### src/rtl/ascon_pkg.sv
// Shared constants and packer state encoding for the ASCON output path.
package ascon_pkg;

  localparam int unsigned TAG_BYTES  = 16;
  localparam int unsigned WORD_BYTES = 4;

  typedef enum logic [2:0] {
    IDLE,
    ARMED,
    REQ,
    COLLECT,
    FLUSH,
    DONE
  } pk_state_e;

endpackage

### src/rtl/ascon_out_packer_if.sv
// Core-side byte stream and CPU-side word pop port of the output packer.
interface ascon_out_packer_if;

  logic        startxSI;
  logic        encryption_readyxSI;
  logic        reg_outxSO;
  logic [7:0]  cipher_tagxSI;
  logic        output_readyxSI;
  logic [31:0] wordxSO;
  logic        word_validxSO;
  logic        word_readxSI;
  logic [7:0]  byte_countxSO;
  logic        donexSO;
  logic        overflowxSO;

  modport master (
    output startxSI, encryption_readyxSI, cipher_tagxSI, output_readyxSI, word_readxSI,
    input  reg_outxSO, wordxSO, word_validxSO, byte_countxSO, donexSO, overflowxSO
  );

  modport slave (
    input  startxSI, encryption_readyxSI, cipher_tagxSI, output_readyxSI, word_readxSI,
    output reg_outxSO, wordxSO, word_validxSO, byte_countxSO, donexSO, overflowxSO
  );

endinterface

### src/rtl/ascon_word_fifo.sv
// 32-bit word FIFO with a registered head word; pop is applied before push.
module ascon_word_fifo #(
  parameter int unsigned Depth = 8
) (
  input  logic        clk,
  input  logic        rst,
  input  logic        push,
  input  logic [31:0] wdata,
  input  logic        pop,
  output logic [31:0] head,
  output logic        empty,
  output logic        full,
  output logic        dropped
);

  localparam int unsigned AW = $clog2(Depth);
  localparam logic [AW:0] FullCnt = Depth[AW:0];

  logic [31:0]   mem_q [Depth];
  logic [AW-1:0] wr_ptr_q, wr_ptr_d;
  logic [AW-1:0] rd_ptr_q, rd_ptr_d;
  logic [AW:0]   count_q, count_d;
  logic [31:0]   head_q, head_d;
  logic          pop_ok, push_ok;

  assign empty   = (count_q == '0);
  assign full    = (count_q == FullCnt);
  assign pop_ok  = pop && !empty;
  // A pop in the same cycle frees the slot a full FIFO needs for the push.
  assign push_ok = push && (!full || pop_ok);
  assign dropped = push && !push_ok;
  assign head    = head_q;

  always_comb begin
    rd_ptr_d = rd_ptr_q;
    wr_ptr_d = wr_ptr_q;
    count_d  = count_q;
    if (pop_ok) rd_ptr_d = rd_ptr_q + AW'(1);
    if (push_ok) wr_ptr_d = wr_ptr_q + AW'(1);
    unique case ({push_ok, pop_ok})
      2'b10:   count_d = count_q + (AW + 1)'(1);
      2'b01:   count_d = count_q - (AW + 1)'(1);
      default: count_d = count_q;
    endcase
  end

  // Head tracks the entry at the post-update read pointer, bypassing a same-cycle write.
  always_comb begin
    head_d = '0;
    if (count_d != '0) begin
      if (push_ok && (wr_ptr_q == rd_ptr_d)) head_d = wdata;
      else                                    head_d = mem_q[rd_ptr_d];
    end
  end

  always_ff @(posedge clk) begin
    if (push_ok) mem_q[wr_ptr_q] <= wdata;
  end

  always_ff @(posedge clk or negedge rst) begin
    if (!rst) begin
      wr_ptr_q <= '0;
      rd_ptr_q <= '0;
      count_q  <= '0;
      head_q   <= '0;
    end else begin
      wr_ptr_q <= wr_ptr_d;
      rd_ptr_q <= rd_ptr_d;
      count_q  <= count_d;
      head_q   <= head_d;
    end
  end

endmodule

### src/rtl/ascon_out_packer.sv
// Captures the core's ciphertext||tag byte stream, packs it MSB-first into words and queues them.
module ascon_out_packer
  import ascon_pkg::*;
#(
  parameter int unsigned Y          = 64,
  parameter int unsigned FIFO_DEPTH = 8
) (
  input logic               clk,
  input logic               rst,
  ascon_out_packer_if.slave bus
);

  localparam int unsigned NBytes  = Y / 8 + TAG_BYTES;
  localparam logic [7:0]  NCnt    = 8'(NBytes);
  localparam logic        Partial = (NBytes % WORD_BYTES) != 0;

  pk_state_e   state_q, state_d;
  logic [7:0]  cnt_q, cnt_d;
  logic [31:0] lanes_q, lanes_d, lanes_nxt;
  logic        ovf_q, ovf_d;
  logic        arm_clear;
  logic        push;
  logic [31:0] push_word;
  logic        dropped;
  logic        fifo_empty;
  logic        fifo_full;

  always_comb begin
    state_d   = state_q;
    cnt_d     = cnt_q;
    lanes_d   = lanes_q;
    lanes_nxt = lanes_q;
    arm_clear = 1'b0;
    push      = 1'b0;
    push_word = lanes_q;
    unique case (state_q)
      IDLE, DONE: begin
        if (bus.startxSI) begin
          state_d   = ARMED;
          cnt_d     = '0;
          lanes_d   = '0;
          arm_clear = 1'b1;
        end
      end
      ARMED: begin
        if (bus.encryption_readyxSI) state_d = REQ;
      end
      REQ: state_d = COLLECT;
      COLLECT: begin
        if (bus.output_readyxSI) begin
          unique case (cnt_q[1:0])
            2'd0: lanes_nxt[31:24] = bus.cipher_tagxSI;
            2'd1: lanes_nxt[23:16] = bus.cipher_tagxSI;
            2'd2: lanes_nxt[15:8]  = bus.cipher_tagxSI;
            2'd3: lanes_nxt[7:0]   = bus.cipher_tagxSI;
            default: lanes_nxt = lanes_q;
          endcase
          cnt_d = cnt_q + 8'd1;
          if (cnt_q[1:0] == 2'd3) begin
            push      = 1'b1;
            push_word = lanes_nxt;
            lanes_d   = '0;
          end else begin
            lanes_d = lanes_nxt;
          end
          if (cnt_d == NCnt) state_d = FLUSH;
        end
      end
      FLUSH: begin
        // Unfilled low lanes are already zero.
        push    = Partial;
        lanes_d = '0;
        state_d = DONE;
      end
      default: state_d = IDLE;
    endcase
  end

  assign ovf_d = arm_clear ? 1'b0 : (ovf_q | dropped);

  always_ff @(posedge clk or negedge rst) begin
    if (!rst) begin
      state_q <= IDLE;
      cnt_q   <= '0;
      lanes_q <= '0;
      ovf_q   <= 1'b0;
    end else begin
      state_q <= state_d;
      cnt_q   <= cnt_d;
      lanes_q <= lanes_d;
      ovf_q   <= ovf_d;
    end
  end

  ascon_word_fifo #(
    .Depth (FIFO_DEPTH)
  ) u_fifo (
    .clk     (clk),
    .rst     (rst),
    .push    (push),
    .wdata   (push_word),
    .pop     (bus.word_readxSI),
    .head    (bus.wordxSO),
    .empty   (fifo_empty),
    .full    (fifo_full),
    .dropped (dropped)
  );

  assign bus.word_validxSO = !fifo_empty;
  assign bus.reg_outxSO    = (state_q == REQ);
  assign bus.donexSO       = (state_q == DONE);
  assign bus.byte_countxSO = cnt_q;
  assign bus.overflowxSO   = ovf_q;

endmodule

### src/flat_wrapper.sv
// flat-port wrapper written by rule: the top's interface ports become plain ports
module ascon_out_packer_flat import ascon_pkg::*;
#(
  parameter int unsigned Y          = 64,
  parameter int unsigned FIFO_DEPTH = 8
)
  (clk, rst, bus_startxSI, bus_encryption_readyxSI, bus_cipher_tagxSI, bus_output_readyxSI, bus_word_readxSI, bus_reg_outxSO, bus_wordxSO, bus_word_validxSO, bus_byte_countxSO, bus_donexSO, bus_overflowxSO);
  ascon_out_packer_if bus_i ();
  input logic clk;
  input logic rst;
  input wire logic [$bits(bus_i.startxSI)-1:0] bus_startxSI;
  input wire logic [$bits(bus_i.encryption_readyxSI)-1:0] bus_encryption_readyxSI;
  input wire logic [$bits(bus_i.cipher_tagxSI)-1:0] bus_cipher_tagxSI;
  input wire logic [$bits(bus_i.output_readyxSI)-1:0] bus_output_readyxSI;
  input wire logic [$bits(bus_i.word_readxSI)-1:0] bus_word_readxSI;
  output wire logic [$bits(bus_i.reg_outxSO)-1:0] bus_reg_outxSO;
  output wire logic [$bits(bus_i.wordxSO)-1:0] bus_wordxSO;
  output wire logic [$bits(bus_i.word_validxSO)-1:0] bus_word_validxSO;
  output wire logic [$bits(bus_i.byte_countxSO)-1:0] bus_byte_countxSO;
  output wire logic [$bits(bus_i.donexSO)-1:0] bus_donexSO;
  output wire logic [$bits(bus_i.overflowxSO)-1:0] bus_overflowxSO;
  assign bus_i.startxSI = bus_startxSI;
  assign bus_i.encryption_readyxSI = bus_encryption_readyxSI;
  assign bus_i.cipher_tagxSI = bus_cipher_tagxSI;
  assign bus_i.output_readyxSI = bus_output_readyxSI;
  assign bus_i.word_readxSI = bus_word_readxSI;
  assign bus_reg_outxSO = bus_i.reg_outxSO;
  assign bus_wordxSO = bus_i.wordxSO;
  assign bus_word_validxSO = bus_i.word_validxSO;
  assign bus_byte_countxSO = bus_i.byte_countxSO;
  assign bus_donexSO = bus_i.donexSO;
  assign bus_overflowxSO = bus_i.overflowxSO;
  ascon_out_packer #(.Y(Y), .FIFO_DEPTH(FIFO_DEPTH)) u_core (.clk(clk), .rst(rst), .bus(bus_i));
endmodule
### config.mk
export PLATFORM = sky130hd
export DESIGN_NAME = ascon_out_packer_flat
export DESIGN_NICKNAME = d
export VERILOG_FILES = /design/src/rtl/ascon_pkg.sv /design/src/rtl/ascon_out_packer_if.sv /design/src/rtl/ascon_word_fifo.sv /design/src/rtl/ascon_out_packer.sv /design/src/flat_wrapper.sv
export SDC_FILE = /design/constraint.sdc
export NUM_CORES = 1
export LEC_CHECK = 0
export CAP_MARGIN = 20
export CORE_MARGIN = 1
export CORE_UTILIZATION = 60
export CTS_BUF_LIST = sky130_fd_sc_hd__clkbuf_4 sky130_fd_sc_hd__clkbuf_8 sky130_fd_sc_hd__clkbuf_16
export CTS_CLUSTER_DIAMETER = 120
export DETAILED_ROUTE_END_ITERATION = 8
export PLACE_DENSITY = 0.76
export SLEW_MARGIN = 25
export SYNTH_ARGS = -nofsm -noshare
export SYNTH_HDL_FRONTEND = slang
export SYNTH_SLANG_ARGS = --single-unit
### constraint.sdc
create_clock -name clk -period 5.37 [get_ports clk]
set_clock_uncertainty 0.05 [all_clocks]
set_input_delay 1.074 -clock clk [delete_from_list [all_inputs] [get_ports clk]]
set_output_delay 1.074 -clock clk [all_outputs]
set_load 0.02 [all_outputs]
# Word level (Yosys, flattened, before mapping)
# Memory sizes are Yosys's and may differ from the RTL's.
# Cells that the tools add are included.
# totals
regBits,86
mem_bits_rw,256
inputBits,14
out_inout_bits,44
elab_cells,81
memories,1
# memory_table
name,depth,width,read_ports,rd_ports_with_merged_regs,wr,line_no,text
u_core.u_fifo.mem_q,8,32,1,0,1,ascon_word_fifo.sv:19,logic [31:0] mem_q [Depth];
# classes
muxes,31
eq_ne,17
n_reduce_logical,18
bitwise_logic,1
add_sub_neg,5
# ops
cell,count
32-bit two-way mux,8
32-bit case mux with 3 select lines,1
8-bit two-way mux,6
8-bit case mux with 2 select lines,1
3-bit two-way mux,5
3-bit case mux with 5 select lines,1
"8-bit by 1-bit adder with 8-bit output, second input constant",1
"8-bit by 5-bit == test with 1-bit output, second input constant",1
1-bit two-way mux,8
4-bit case mux with 2 select lines,1
"3-bit by 1-bit adder with 3-bit output, second input constant",2
"2-bit == test, second input constant",3
"3-bit by 2-bit == test with 1-bit output, second input constant",2
"3-bit == test, second input constant",2
"2-bit != test, second input constant",3
3-bit AND reduction,2
"4-bit by 1-bit adder with 4-bit output, second input constant",1
"2-bit by 1-bit == test with 1-bit output, second input constant",2
"4-bit == test, second input constant",1
1-bit logical AND,4
4-bit zero test,1
4-bit AND reduction,1
4-bit nonzero test,1
"4-bit by 1-bit subtractor with 4-bit output, second input constant",1
11 further kinds,13

# Logic depth before layout (Yosys ltp)
# depth
ltp_word,9
ltp_mapped,14
ltp_nobuf,11

# Hierarchy
# Synthesis repeated with hierarchy kept, for this count alone.
# unflattened
hier_cells,1242
hier_area_um2,16956.3
# modules_own_cells
mod,instances,cells_each,seq_area_each_um2,area_each_um2
ascon_word_fifo,1,1023,8738.4,14536.4
ascon_out_packer,1,219,1101.1,2419.8

# Worst setup path before layout
# OpenSTA, ideal clock, no wires.
# synth_timing
kind,input to register
from,input bus_output_readyxSI
to,memory u_core.u_fifo.mem_q[0][0] (enable)
t_arrival_ns,4.929
stages,7
setup_ns,0.501
path_buffers,3
t_required_ns,4.819
path_slack_ns,-0.111
cell_sequence,and4b_1 buf_4 and2_1 buf_2 nand2b_1 clkbuf_1 nor4_1
# synth_via
elab_chain_len,5
# synth_rtl
item,line_no,text
"start, declared",flat_wrapper.sv:14,input wire logic [$bits(bus_i.output_readyxSI)-1:0] bus_output_readyxSI;
1-bit two-way mux,ascon_out_packer.sv:50,if (bus.output_readyxSI) begin
1-bit two-way mux,ascon_out_packer.sv:36,unique case (state_q)
1-bit logical AND,ascon_word_fifo.sv:30,assign push_ok = push && (!full || pop_ok);
1-bit two-way mux,ascon_word_fifo.sv:57,if (push_ok) mem_q[wr_ptr_q] <= wdata;
1-bit two-way mux (not written as such),ascon_word_fifo.sv:57,
"end, declared",ascon_word_fifo.sv:19,
# Every way passes these cells.

# Worst setup path in the final report
# layout_timing
from,input bus_word_readxSI
to,"register u_core.u_fifo.head_q[31], in the netlist u_core.u_fifo.head[31]"
# layout_via
elab_chain_len,7
word_cells_on_any_way,13
classes_between,eq/ne (3); mux (4); reduce/logical (5); memory (1)
# layout_rtl
item,line_no,text
"start, declared",flat_wrapper.sv:15,input wire logic [$bits(bus_i.word_readxSI)-1:0] bus_word_readxSI;
1-bit logical AND (*),ascon_word_fifo.sv:28,assign pop_ok = pop && !empty;
1-bit logical OR,ascon_word_fifo.sv:30,
1-bit logical AND,ascon_word_fifo.sv:30,
2-bit by 1-bit == test with 1-bit output or 2-bit == test (tied branches),ascon_word_fifo.sv:40,"unique case ({push_ok, pop_ok})"
4-bit case mux with 2 select lines,ascon_word_fifo.sv:40,
4-bit nonzero test,ascon_word_fifo.sv:50,if (count_d != '0) begin
32-bit two-way mux (*),ascon_word_fifo.sv:50,
named net u_core.u_fifo.head_d[31],ascon_word_fifo.sv:23,"logic [31:0] head_q, head_d;"
"end signal, assigned",ascon_word_fifo.sv:65,head_q <= '0;
"end signal, assigned",ascon_word_fifo.sv:70,head_q <= head_d;
"end, declared",ascon_word_fifo.sv:23,
# Mark *: on every way through the listed nets, which the timed path passes. The rest lies on a longest branch.
# A chain may end at the register's enable or synchronous reset.

==> summary.md <==
| Metric | Value |
|---|---|
| Status | finished clean |
| R2R setup slack | around 1.9 ns |
| CP Cell Sequence | clkdlybuf4s50_1, o41a_1, nand2_1, inv_1, ha_1, a21o_1, a21oi_1, nand3_1, o311a_1, o32ai_4, buf_12, nor3_1 |
| Top cells by area, synth | edfxtp_1, dfrtp_1, o221ai_1 |
| Skew-Pair Late Insertion Delay | 0.52 ns |
| RSZ-0062 raised after global routing | no |
| N_diodes | 0 |
| Leading area contributor after synthesis | edfxtp_1 |
| First-pass GRT wire length | between 60000 and 70000 um |
| Tmin final | slightly above 4 ns |
| Syn Inst Count | 1130 |
| Number of global-route vias before repair | roughly 11000 |
| Multi-input gate area | around 5600 um2 |
| Die width | between 150 and 200 um |
| Post-CTS Repair Setup Buffers | 0 |
| Prevailing post-synth register cell | edfxtp_1 |
| Routed length per instance | 26.11 um |
| Max frequency | 245.9 MHz |
| Data arrival time of the worst path | 4.39 ns |
| Root Buffer | clkbuf_16 |
| DR DRC count | 0 |
| Synthesized cell area | 15900 um2 |
| Pre-antenna DRT Iters | 5 |
| Number of synthesized flops with an enable pin | 256 |
| Fill cells | between 1500 and 2000 |
| Drt total wl | 39350 um |
| Die height | about 160 um |
| Share of cells above drive strength 1 | about a fifth |
| Total track usage | roughly 30% |
| Die Area | 27150 um2 |
| P per Cell Area | approximately 590 nW/um2 |
| Gr ovfl total | 0 |
| CTS resizes | 0 |
| Final GP Congestion | between 0.7 and 0.8 |
| Max_cap viols | 0 |
| Final period util | 75.73% |
| Antenna violations before repair | 0 |
| Share of the synthesized area in the top cell type | 48.36% |
| Endpoint class of the critical path | flop |
| Worst slew pin tran | 1.012 ns |
| Nets | 1170 |
| CTS buffer count | 35 |
| First DRT Iteration DRCs | 1199 |
| Initial core utilization | around 61% |
| I/O pin total | 58 |
| Worst Setup Start Kind | input pin |
| Count leader, synth | edfxtp_1 |
| Crit path kind | in2reg |
| Clock net sink count | 342 |
| Total number of vias | 10870 |
| Slew headroom | 32.50% |
| Worst-path clk slew | 0.06 ns |
| Post-route ant nets | 0 |
| Fin. max-slew vios | 0 |
| FF+latch count, synth | 342 |
| Clock Tree Buf Depth | 3 |
| Dpl cell area | 16720 um2 |
| Vias per inst | 7.210 |
| Row Count | just under 60 |
| IO buf count | 57 |
| H-tree Lvls | 2 |
| Syn nets | 1154 |
| Crit path max fanout | 32 |
| Area occupied by registers | 9843 um2 |
| Crit-path max cell delay | 0.70 ns |
| Peak supply drop | ~0.00032 V |
| Final TNS setup | 0 ns |
| Final instance area | 17860 um2 |
| Pleak | 0.006203 uW |
| Hold WC Path Type | reg2reg |
| Core area | 26060 um2 |
| Hold Buf Count CTS | 0 |
| Synth-to-Final Area Change | 12.33% |
| Syn Area/Cell | 14.07 um2 |
| Post-synth top cells | edfxtp_1, o221ai_1, dfrtp_1, mux2_2, clkbuf_1 |
| Final hold viol count | 0 |
| Yosys cell types | 61 |
| Asr flop ratio synth | 25.15% |
| Sequential share of the synthesized area | 61.89% |
| Yosys warns | 0 |
| Hpwl dp | 21160 um |
| Final setup viols | 0 |
| CP Data Required Time | 5.69 ns |
| CP max stage cell | clkdlybuf4s50_1 |
| Largest net degree at the start of global routing | 95 |
| CTS tree | yes |
worst paths after layout:
check	startpoint	end	cells past startpoint
setup / recovery	bus_word_readxSI	u_core.u_fifo.head[31]	12
hold / removal	u_core.lanes_q[5]	u_core.lanes_q[5]	1
setup reg to reg	u_core.u_fifo.count_q[0]	u_core.u_fifo.head[31]	7
hold reg to reg	u_core.lanes_q[5]	u_core.lanes_q[5]	1
max in group asynchronous	rst	u_core.u_fifo.head[25]	2
min in group asynchronous	rst	u_core.u_fifo.wr_ptr_q[1]	1
power by group:
group / total (uW) / switching, uW / leakage (uW) / internal, uW
logic: 4610 / 2660 / 0.00219 / 1960
clock network: 2370 / 994 / 0.000569 / 1370
registers: 3640 / 244 / 0.00344 / 3400
critical path: cells and delay by family:
kind	cells	cell delay (ns)
fa+ha+maj	1	0.23
simple gates	3	0.45
buf+inv	3	1.15
compound gates	5	1.48
layout by cell type (no fill, tap or decap), drive strengths merged, types with 2 or more instances in the layout:
cell type      Yosys  routed
a211o             31      31
a21oi              8       8
a221o             31      31
a22o              27      27
and2              12      12
and3              37      37
buf               46      28
clkbuf            59      46
clkdlybuf4s50      0      56
clkinv             0      15
dfrtp             86      86
edfxtp           256     256
ha                 9       9
inv               10      10
mux2              86      86
mux2i              3       3
mux4               4       4
nand2             48      48
nand2b             9       9
nand3              5       5
nor2              48      48
nor3              39      39
nor4               2       2
o211ai             2       2
o21ai             19      19
o221ai           186     186
o22ai             32      32
o31ai              2       2
or3                2       2
xnor2              8       8
xor2               3       3
flip-flops by register name (all words and copies together), names as in the netlist:
register and count:
u_core.u_fifo.mem_q 256, u_core.u_fifo.rd_ptr_q 3, u_core.u_fifo.count_q 4, u_core.u_fifo.wr_ptr_q 3, u_core.bus.byte_countxSO 8, u_core.state_q 3
u_core.lanes_q 32, u_core.bus.overflowxSO 1, u_core.u_fifo.head 32
cell type report:
| type | instances | area share, % |
|---|---|---|
| Clock buffer | 46 | 5.633 |
| Clock inverter | 17 | 0.6306 |
| Inverter | 10 | 0.2102 |
| Multi-Input combinational cell | 673 | 31.37 |
| Sequential cell | 342 | 55.12 |
| Tap cell | 335 | 2.347 |
| Timing Repair Buffer | 84 | 4.687 |
kinds of logic after synthesis:
logic type | count (synthesis) | share of synthesized area, %
muxes | 93 | 6.847
buffers and inverters | 115 | 3.361
and+or+nand+nor | 210 | 7.508
adders and majority gates | 10 | 0.8343
DFF | 342 | 61.89
xor gates and xnor gates | 11 | 0.7241
AOI/OAI and AO/OA | 349 | 18.83
per-stage QoR:
step                cells  util [%]  setup slack [ns]  power (uW)  hold slack, ns
floorplan            1130         -            0.6723        7013          0.4034
global placement     1443     64.15            0.8939        8086          0.4183
detailed placement   1443     64.16            0.8146        8230          0.4206
CTS                  1506     68.45             1.319       10610          0.4392
global route         1507     68.53             1.106       11150          0.4516
finish               1507     68.53             1.303       10620          0.4425
layer usage:
metal	routed length [um]	track usage, %	part of all wire (%)	vias to the layer above
met3	2777	4.495	7.1	88
li1	-	-	-	4735
met5	0	0	0	-
met2	19480	49.85	50	504
met4	1125	11.01	2.9	0
met1	15970	39.38	41	5538
Note: power is estimated with default switching activity, not from simulation.
